[config.mk]
export PLATFORM = sky130hd
export DESIGN_NAME = cache_control
export DESIGN_NICKNAME = d
export VERILOG_FILES = /design/src/rtl/cache_control.sv
export SDC_FILE = /design/constraint.sdc
export NUM_CORES = 1
export LEC_CHECK = 0
export ABC_AREA = 1
export CORE_ASPECT_RATIO = 0.5
export CORE_MARGIN = 1.5
export CORE_UTILIZATION = 47
export CTS_BUF_LIST = sky130_fd_sc_hd__clkbuf_4
export CTS_CLUSTER_SIZE = 40
export DETAILED_ROUTE_END_ITERATION = 7
export PLACE_DENSITY = 0.83
export SLEW_MARGIN = 20
export SYNTH_ARGS = -nofsm -noshare
export SYNTH_HDL_FRONTEND = slang
export SYNTH_SLANG_ARGS = --single-unit
[constraint.sdc]
create_clock -name clk -period 1.8 [get_ports clk]
set_input_delay 0.45 -clock clk [delete_from_list [all_inputs] [get_ports clk]]
set_output_delay 0.45 -clock clk [all_outputs]
set_load 0.01 [all_outputs]
[src/rtl/cache_control.sv]
// rtl/cache_control.sv - two-way set-associative cache controller (hit / writeback / allocate)
//
// Purpose:
//   Sequences CPU requests against a two-way cache datapath. Hits complete in
//   the IDLE cycle they are presented. Misses write back a dirty victim if
//   needed, fetch the block from physical memory, fill the victim way, then
//   return to IDLE where the request completes as an ordinary hit.
//   Saturating hit/miss performance counters are kept alongside.
//
// Ports:
//   clk, reset_n                     clock, asynchronous active-low reset
//   mem_read, mem_write, mem_resp    CPU request / one-cycle completion
//   ishit0_out, ishit1_out           per-way tag hit from the datapath
//   dirtyarr0_out, dirtyarr1_out     per-way dirty bit at the current index
//   lru_out                          victim way at the current index
//   datainmux_sel                    0 = pmem_rdata, 1 = merged CPU write block
//   addressmux_sel                   0 = CPU, 1 = way0 writeback, 2 = way1 writeback
//   *_write strobes                  datapath array write enables
//   pmem_read, pmem_write, pmem_resp physical memory handshake
//   hit_count, miss_count            saturating performance counters

module cache_control #(
   parameter int CNT_WIDTH = 16
) (
   input  logic                 clk,
   input  logic                 reset_n,
   input  logic                 mem_read,
   input  logic                 mem_write,
   output logic                 mem_resp,
   input  logic                 ishit0_out,
   input  logic                 ishit1_out,
   input  logic                 dirtyarr0_out,
   input  logic                 dirtyarr1_out,
   input  logic                 lru_out,
   output logic                 datainmux_sel,
   output logic [1:0]           addressmux_sel,
   output logic                 dataarr0_write,
   output logic                 dataarr1_write,
   output logic                 tag0_write,
   output logic                 tag1_write,
   output logic                 valid0_write,
   output logic                 valid1_write,
   output logic                 dirtyarr0_write,
   output logic                 dirtyarr1_write,
   output logic                 lru_write,
   output logic                 pmem_read,
   output logic                 pmem_write,
   input  logic                 pmem_resp,
   output logic [CNT_WIDTH-1:0] hit_count,
   output logic [CNT_WIDTH-1:0] miss_count
);

   typedef enum logic [1:0] {
      IDLE      = 2'd0,
      WRITEBACK = 2'd1,
      ALLOCATE  = 2'd2
   } state_t;

   localparam logic [CNT_WIDTH-1:0] CNT_MAX = '1;
   localparam logic [CNT_WIDTH-1:0] CNT_ONE = CNT_WIDTH'(1);

   state_t     state;
   logic       victim_q;       // way chosen at miss time, held for the fill
   logic       pmem_read_q;
   logic       pmem_write_q;
   logic [1:0] addr_sel_q;

   logic req;
   logic hit;
   logic hit_way;              // way0 wins when both ways report a hit
   logic vdirty;
   logic idle_req;
   logic hit_done;
   logic wr_hit;
   logic miss_start;
   logic fill;

   assign req     = mem_read | mem_write;
   assign hit     = ishit0_out | ishit1_out;
   assign hit_way = ~ishit0_out;
   assign vdirty  = lru_out ? dirtyarr1_out : dirtyarr0_out;

   // Combinational strobes are gated with reset_n so an asserted reset
   // silences them immediately, even with a live request on the inputs.
   assign idle_req   = reset_n & (state == IDLE) & req;
   assign hit_done   = idle_req & hit;
   assign wr_hit     = hit_done & mem_write;
   assign miss_start = idle_req & ~hit;
   assign fill       = reset_n & (state == ALLOCATE) & pmem_resp;

   assign mem_resp      = hit_done;
   assign lru_write     = hit_done;
   assign datainmux_sel = wr_hit;

   // A write hit and a fill never coincide (different states), so the
   // shared data/dirty strobes can simply be OR-ed.
   assign dataarr0_write  = (wr_hit & ~hit_way) | (fill & ~victim_q);
   assign dataarr1_write  = (wr_hit &  hit_way) | (fill &  victim_q);
   assign dirtyarr0_write = (wr_hit & ~hit_way) | (fill & ~victim_q);
   assign dirtyarr1_write = (wr_hit &  hit_way) | (fill &  victim_q);
   assign tag0_write      = fill & ~victim_q;
   assign tag1_write      = fill &  victim_q;
   assign valid0_write    = fill & ~victim_q;
   assign valid1_write    = fill &  victim_q;

   assign pmem_read      = pmem_read_q;
   assign pmem_write     = pmem_write_q;
   assign addressmux_sel = addr_sel_q;

   always_ff @(posedge clk or negedge reset_n) begin
      if (!reset_n) begin
         state        <= IDLE;
         victim_q     <= 1'b0;
         pmem_read_q  <= 1'b0;
         pmem_write_q <= 1'b0;
         addr_sel_q   <= 2'd0;
         hit_count    <= '0;
         miss_count   <= '0;
      end else begin
         case (state)
            IDLE: begin
               if (miss_start) begin
                  victim_q <= lru_out;
                  if (vdirty) begin
                     state        <= WRITEBACK;
                     pmem_write_q <= 1'b1;
                     addr_sel_q   <= lru_out ? 2'd2 : 2'd1;
                  end else begin
                     state       <= ALLOCATE;
                     pmem_read_q <= 1'b1;
                     addr_sel_q  <= 2'd0;
                  end
               end
            end
            WRITEBACK: begin
               if (pmem_resp) begin
                  state        <= ALLOCATE;
                  pmem_write_q <= 1'b0;
                  pmem_read_q  <= 1'b1;
                  addr_sel_q   <= 2'd0;
               end
            end
            ALLOCATE: begin
               // The fill finishes even if the CPU has withdrawn its request;
               // IDLE then simply sees no request and issues no response.
               if (pmem_resp) begin
                  state       <= IDLE;
                  pmem_read_q <= 1'b0;
                  addr_sel_q  <= 2'd0;
               end
            end
            default: begin
               state        <= IDLE;
               pmem_read_q  <= 1'b0;
               pmem_write_q <= 1'b0;
               addr_sel_q   <= 2'd0;
            end
         endcase

         if (hit_done && (hit_count != CNT_MAX))
            hit_count <= hit_count + CNT_ONE;
         if (miss_start && (miss_count != CNT_MAX))
            miss_count <= miss_count + CNT_ONE;
      end
   end

endmodule

# After elaboration in Yosys (flattened, before gate mapping)
# Index checks and enable logic that the tools add are counted.
# op_classes
n_addsub	2
eq_ne	10
n_mux	18
bitwise_logic	19
reduce_logical	9
# op_table
cell	count
$add A16 B1 Y16 const B	2
$ne A16 B16 Y1 const B	2
$mux W2	7
$and A1 B1 Y1	11
$ne A2 B2 Y1 const B	5
$reduce_and A4 Y1	2
$mux W1	7
$pmux W1 S3	2
$pmux W2 S3	1
$not A1 Y1	4
$or A1 B1 Y1	4
$pmux W2 S2	1
$reduce_and A2 Y1	2
$reduce_and A3 Y1	1
$eq A2 B1 Y1 const B	1
$eq A2 B2 Y1 const B	1
$logic_and A1 B1 Y1	2
$logic_not A2 Y1	1
$ne A2 B1 Y1 const B	1
$reduce_or A2 Y1	1
# totals
register_bits	39
in_bits	10
out_inout_bits	47
word_cells	65

# Logic depth before layout (Yosys ltp)
# Gate-level depths: netlist of the first run.
# depth
word_depth	7
mapped_depth	11
ltp_nobuf	9

# Least setup slack after synthesis of the first run
# No wires, ideal clock.
# synth_path
kind	register to output
startpoint	register state[0]
endpoint	output dirtyarr0_write
arrival_ns	1.658
t_required_ns	1.350
setup_slack_ns	-0.308
path_stages_with_launch	11
path_buffers	2
cell_sequence	dfrtp_1 > inv_1 > ha_1 > buf_4 > nand2_2 > nor2_2 > nand2_1 > nor2_1 > nand2_1 > o21ai_0 > buf_4
# synth_via
elab_chain_len	7
elab_cells_between_ends	11
cone_classes	eq/ne: 1; bitwise: 9; reduce/logical: 1
# synth_rtl
element	line_no	rtl
start, declared	62	state_t state;
start signal, assigned	112	state <= IDLE;
start signal, assigned	125	state <= WRITEBACK;
start signal, assigned	129	state <= ALLOCATE;
$logic_not A2 Y1	85	assign idle_req = reset_n & (state == IDLE) & req;
$and A1 B1 Y1 (2 in a row)	85	
$and A1 B1 Y1	86	assign hit_done = idle_req & hit;
$and A1 B1 Y1	87	assign wr_hit = hit_done & mem_write;
named net datainmux_sel	35	output logic datainmux_sel,
$and A1 B1 Y1	--	
$or A1 B1 Y1	--	
end, declared	43	output logic dirtyarr0_write,
# The timed path passes the listed nets, and every way through them passes these cells.

# Worst setup path after layout of the first run
# layout_path
startpoint	register state[1]
endpoint	output dirtyarr0_write
# layout_via
elab_chain_len	7
elab_cells_between_ends	11
cone_classes	eq/ne: 1; bitwise: 9; reduce/logical: 1
# layout_rtl
element	line_no	rtl
$logic_not A2 Y1	85	
$and A1 B1 Y1 (2 in a row)	85	
$and A1 B1 Y1	86	
$and A1 B1 Y1	87	
$and A1 B1 Y1	99	assign dirtyarr0_write = (wr_hit & ~hit_way) | (fill & ~victim_q);
$or A1 B1 Y1 *	99	
# Mark *: on every way between the ends. The rest lies on a longest branch, timed or not.

==> results.md, run 1 <==
* Vias/cell at 4.72
* CTS H-tree depth at 2
* Crit path buf inv count at 2
* Area delta synth->final at 48.1%
* Power Total at 0.00372 W
* CTS max path bufs at 2
* Synth warnings at 0
* # setup viols final at 11
* # diodes at 0
* Failing checks: setup timing
* WL per Instance at 11.4 um
* Vias in the first global route at 2243
* Avg Cell Area, Syn at 6.93 um2
* Tcrit/Tclk final at 113%
* Commonest non-fill, non-tap cell in the layout: nand2_1
* CP Capture Type: output pin
* FMAX at 491 MHz
* Tightest Pin Transition at 0.394 ns
* Final GP Congestion at 0.800
* First-pass GRT wire length at 9660 um
* Dominant cell type by area after synthesis: dfrtp_1
* Seq cells post-synth at 39
* Inserted Clock Buffers at 5
* Internal power at 0.00230 W
* Psw at 0.00142 W
* Post-Syn Nets at 381
* Post-route setup slack at -0.235 ns
* Clock skew at 0.00646 ns
* P per Cell Area at 991 nW/um2
* Smallest hold slack at 0.107 ns
* # Max-Cap Violations at 0
* Outcome: finished, violations left
* All-layer global routing usage at 21.3%
* Mapped cell area at 2540 um2
* WP data required at 1.35 ns
* Drt pass-1 iters at 4
* Met2 Resource Use GR at 39.9%
* Register area share after synthesis at 38.5%
* Top fanout value on the critical path at 3
* FILL cells at 397
* Slowest cell on crit path: dfrtp_1
* Layout cells sized above 1 at 26.0%
* Sink Count at 39
* RSZ-0062 raised after global routing: true
* Synth top area cells: dfrtp_1 38%, nand2_1 23%, nor2_1 5.9%
* Reg-to-reg setup timing slack at 0.07 ns
* Drt first-iter violations at 66
* Relative slew slack at 73.8%
* Worst Setup Start Kind: flip-flop
* Core Rows at 18
* Core area at 5070 um2
* Reg power frac at 33.3%
* CTS Hold Bufs at 0
* Die area at 5870 um2
* Skew-Pair Late Insertion Delay at 0.34 ns
* HPWL after DPL at 4360 um
* M1 GR Usage at 25.7%
* Critical Path AT at 1.59 ns
* Final slew viol count at 0
* CP Class: reg2out
* CP delay by family, top: flip-flops
* Synth unique cells at 25
* Lkg Pwr at 1.81 nW
* CTS root buf: clkbuf_4
* Slowest stage delay, CP at 0.41 ns
* Die W at 107 um
* Critical Path, Cell by Cell: inv_2 -> ha_4 -> nand2_4 -> nor2_4 -> nand2_4 -> nor2_4 -> nand2_2 -> o21ai_2 -> buf_2
* Routed Antenna Nets at 0
* Initial antenna violation count at 0
* Buffers on Ports at 56
* Final layout net count at 495
* I/O pin count at 57
* Pin count of the biggest net entering global routing at 31
* Chip height at 54.9 um
* Remaining DRCs at 0
* GR peak layer: met2
* Worst-path clk slew at 0.12 ns
* Count of final hold-check violations at 0
* Final Critical Period at 2.04 ns
* GRT Residual Overflow at 0
* CTS tree: yes
* Via Count at 2602
* Synth Instances at 366
* Top cell type's share of synthesized area at 38.5%
* Clock Power Share at 12.2%
* Detailed Route WL at 6280 um
* Switch share at 38.1%
* Type of the worst min-delay path: in2async
* Most frequent cells in the layout: 154 x nand2_1, 58 x buf_4, 39 x clkdlybuf4s50_1, 35 x nor2_1, 31 x dfrtp_1
* Combinational group share of total power at 54.4%
* GRT met3 Usage at 4.92%
* Starting utilization of the core area at 50.0%
* Worst vdd ir at 795 uV
metrics by stage:
stage                     setup TNS, ns  std cells  util (%)  setup WS [ns]  cell area [um2]
after floorplan                 -0.0627        366         -        -0.0543             2570
after global placement            -8.17        502      64.9         -0.637             3290
after detailed placement          -9.91        502      64.9         -0.663             3290
after CTS                         -2.16        526      68.7         -0.235             3480
after global routing              -2.94        551      74.1         -0.345             3750
final                             -1.78        551      74.1         -0.235             3750
state kept, by name, indices dropped and copies added, names as in the netlist:
signal	flops
addressmux_sel	2
hit_count	16
miss_count	16
pmem_read	1
pmem_write	1
state	2
victim_q	1
kinds of logic (layout without fill, tap and decap cells):
family,after synthesis,in the layout,share of synthesized area [%]
XOR/XNOR,13,13,4.49
flip-flops,39,39,38.5
buffers and inverters,44,158,8.73
adder cells (fa/ha/maj),5,5,2.47
AND/OR/NAND/NOR,241,241,40.4
AO/OA/AOI/OAI,24,25,5.48
cell type report:
cell class	instances	area [um2]	area share, %
clock inverters	2	7.51	0.200
multi-input cells	284	1450	38.7
clock buffers	6	45.0	1.20
flip-flops and latches	39	986	26.3
repair buffers	117	1050	27.9
inverters	33	126	3.37
well taps	70	87.6	2.33
per-layer routing:
layer / up-vias / share of wire [%]
li1: 1366 / -
met1: 1183 / 46
met2: 46 / 50
met3: 7 / 3.6
met4: 0 / 0.67
met5: - / 0
power by group through the flow:
stage	registers [W]	clock network (W)	logic, W
after floorplan	0.00140	0	0.000753
after CTS	0.00129	0.000461	0.00163
final	0.00124	0.000454	0.00202
after global placement	0.00133	0	0.00150
after detailed placement	0.00133	0	0.00153
after global routing	0.00126	0.000503	0.00224
worst reg2reg max path, cell delays in order, from the launching register on:
cell and delay (ns):
dfrtp_1 0.41, inv_2 0.09, ha_4 0.15, nand2_4 0.05, nor2_4 0.12, buf_4 0.13, buf_4 0.09, buf_4 0.10
nand2_4 0.06, nor2_2 0.18, buf_12 0.16, nand2_1 0.05, o21ai_0 0.06
path summary, 6_finish.rpt:
path                                   startpoint  cells past startpoint                   endpoint
min in group clk           pmem_write$_DFFE_PN0P_                      2     pmem_write$_DFFE_PN0P_
max reg2reg                  state[1]$_DFFE_PN0P_                     12  miss_count[9]$_DFFE_PN0P_
min reg2reg                pmem_write$_DFFE_PN0P_                      2     pmem_write$_DFFE_PN0P_
max                          state[1]$_DFFE_PN0P_                      9            dirtyarr0_write
min                                       reset_n                      2      pmem_read$_DFFE_PN0P_
max in group asynchronous                 reset_n                      2  hit_count[12]$_DFFE_PN0P_
synthesized netlist by cell type, drive strengths merged:
cell	number
clkinv	1
dfrtp	39
o21ai	24
or2	1
nand3b	1
nor2	48
nand3	19
xnor2	8
buf	11
nand2	161
ha	5
inv	32
xor2	5
nor3	1
nand4	10
timing repair:
action	in CTS	in global routing
gates cloned	0	1
gates resized for setup	66	23
setup endpoints to repair	33	33
setup buffers	16	24
pin swaps	6	3
Power figures use the tool's default switching activity.
==> inputs of run 2 (changes only) <==
MAX_ROUTING_LAYER = met4   (was unset)
==> run 2 against run 1 <==
  * The flow still finishes with violations (setup timing)
  * Total power about the same
  * Clock power about the same
  * Core utilization about the same
  * Fmax up 0.17%
  * First-iteration DRC count down 21%
  * Clock skew about the same
  * Sequential power about the same
  * Sequential share of layout area about the same
  * Final cell count unchanged
  * Combinational power about the same
  * Wire length about the same
  * Worst hold slack better by 0.0061 ns
  * Critical path type unchanged
  * Critical endpoint unchanged
==> results.md, run 2 (same netlist as run 1, synthesis figures left out) <==
* Outcome: finished, violations left
* Failing checks: setup timing
* Final slew viol count at 0
* Final layout net count at 495
* Drt pass-1 iters at 4
* Tcrit/Tclk final at 113%
* Count of final hold-check violations at 0
* CTS Hold Bufs at 0
* # diodes at 0
* I/O pin count at 57
* Worst vdd ir at 794 uV
* Via Count at 2588
* Layout cells sized above 1 at 26.2%
* Reg-to-reg setup timing slack at 0.07 ns
* Routed Antenna Nets at 0
* Vias in the first global route at 2246
* Starting utilization of the core area at 50.0%
* Post-Route Setup TNS at -1.74 ns
* Detailed Route WL at 6280 um
* Final Cell Area at 3760 um2
* Skew-Pair Late Insertion Delay at 0.34 ns
* WP data required at 1.35 ns
* Most frequent cells in the layout: 153 x nand2_1, 58 x buf_4, 39 x clkdlybuf4s50_1, 35 x nor2_1, 31 x dfrtp_1
* Die W at 107 um
* P per Cell Area at 990 nW/um2
* CTS max path bufs at 2
* All-layer global routing usage at 21.9%
* First-pass GRT wire length at 9660 um
* Area delta synth->final at 48.1%
* WL per Instance at 11.4 um
* Commonest non-fill, non-tap cell in the layout: nand2_1
* RSZ-0062 raised after global routing: true
* Inserted Clock Buffers at 5
* # setup viols final at 11
* CTS H-tree depth at 2
* HPWL after DPL at 4360 um
* FILL cells at 396
* Pin count of the biggest net entering global routing at 31
* Buffers on Ports at 56
* Core Rows at 18
* RR Startpoint: state[1]$_DFFE_PN0P_
* RR Endpoint: miss_count[9]$_DFFE_PN0P_
* Tightest Pin Transition at 0.396 ns
* Critical Path, Cell by Cell: inv_2 -> ha_4 -> nand2_4 -> nor2_4 -> nand2_4 -> nor2_4 -> nand2_2 -> o21ai_2 -> buf_2
* Clock skew at 0.00633 ns
* Core area at 5070 um2
* Final GP Congestion at 0.811
* Die area at 5870 um2
* CTS root buf: clkbuf_4
* Chip height at 54.9 um
* GRT Residual Overflow at 0
* Type of the worst min-delay path: in2async
* Cell Area, Placed at 3290 um2
* Vias/cell at 4.70
* # Max-Cap Violations at 0
* Critical Path AT at 1.58 ns
* Leading registers by flop count: hit_count x16, miss_count x16
* Relative slew slack at 73.6%
* Post-route setup slack at -0.232 ns
* Slowest stage delay, CP at 0.41 ns
* Remaining DRCs at 0
* Top fanout value on the critical path at 3
* CP Capture Type: output pin
* Drt first-iter violations at 52
* FF-to-FF path depth at 12
* CP Class: reg2out
* FMAX at 492 MHz
* Initial antenna violation count at 0
* Power Total at 0.00372 W
* Slowest cell on crit path: dfrtp_1
* Lkg Pwr at 1.81 nW
* CTS tree: yes
* Sink Count at 39
* Final Critical Period at 2.03 ns
* Worst-path clk slew at 0.12 ns
* Worst Setup Start Kind: flip-flop
-- run 2: cell types whose count changed in the layout (fill, tap and decap cells not counted) --
| cell | delta |
|---|---|
| nand2_2 | +1 |
| nand2_1 | -1 |
-- run 2: how the worst max path moves through the flow --
stage | cells past startpoint | endpoint | slack [ns] | start
CTS | 8 | dataarr1_write | -0.24 | state[1]$_DFFE_PN0P_
global route | 9 | dirtyarr0_write | -0.35 | state[1]$_DFFE_PN0P_
finish | 9 | dirtyarr0_write | -0.23 | state[1]$_DFFE_PN0P_
global placement | 7 | dataarr1_write | -0.64 | mem_write
detailed placement | 7 | dataarr1_write | -0.66 | mem_write
floorplan | 10 | dirtyarr0_write | -0.05 | state[0]$_DFFE_PN0P_
-- run 2: routing by layer --
layer  track usage [%]  part of all wire, %
met5                 -                    0
met4              5.56                 0.45
met3              4.92                  3.0
met2              39.9                   51
met1              25.7                   46
-- run 2: where the power goes --
| part | switching (W) | internal, W | total (W) | leakage [nW] |
|---|---|---|---|---|
| Sequential | 0.000153 | 0.00109 | 0.00124 | 0.511 |
| Combinational | 0.000971 | 0.00106 | 0.00203 | 1.27 |
| Clock | 0.000291 | 0.000160 | 0.000452 | 0.0307 |
| Total | 0.00142 | 0.00231 | 0.00372 | 1.81 |
-- run 2: area by class of cell --
type | count | area (um2) | area share, %
multi-input cells | 284 | 1460 | 38.8
repair buffers | 117 | 1050 | 27.9
flip-flops and latches | 39 | 986 | 26.2
inverters | 33 | 126 | 3.36
well taps | 70 | 87.6 | 2.33
clock buffers | 6 | 45.0 | 1.20
clock inverters | 2 | 7.51 | 0.200
-- run 2: worst max-delay path: cells and delay by family (launching register included) --
family / cells / cell delay, ns
buffers and inverters: 2 / 0.22
adders and majority gates: 1 / 0.15
AOI/OAI and AO/OA: 1 / 0.05
DFF: 1 / 0.41
and+or+nand+nor: 5 / 0.40
-- run 2: what timing repair did --
item                                   CTS  global route
endpoints found under the hold margin    0             0
resized for setup                       66            24
buffers inserted                        16            24
pin swaps                                6             3
cloned                                   0             1
setup endpoints to repair               33            33
-- run 2: through the flow --
stage / setup slack, ns / util [%] / instances / hold WS, ns
2_1_floorplan: -0.0543 / - / 366 / 0.154
3_3_place_gp: -0.637 / 64.9 / 502 / 0.432
4_1_cts: -0.235 / 68.7 / 526 / 0.0958
5_1_grt: -0.345 / 74.1 / 551 / 0.0908
6_report: -0.232 / 74.1 / 551 / 0.113
3_5_place_dp: -0.663 / 64.9 / 502 / 0.443
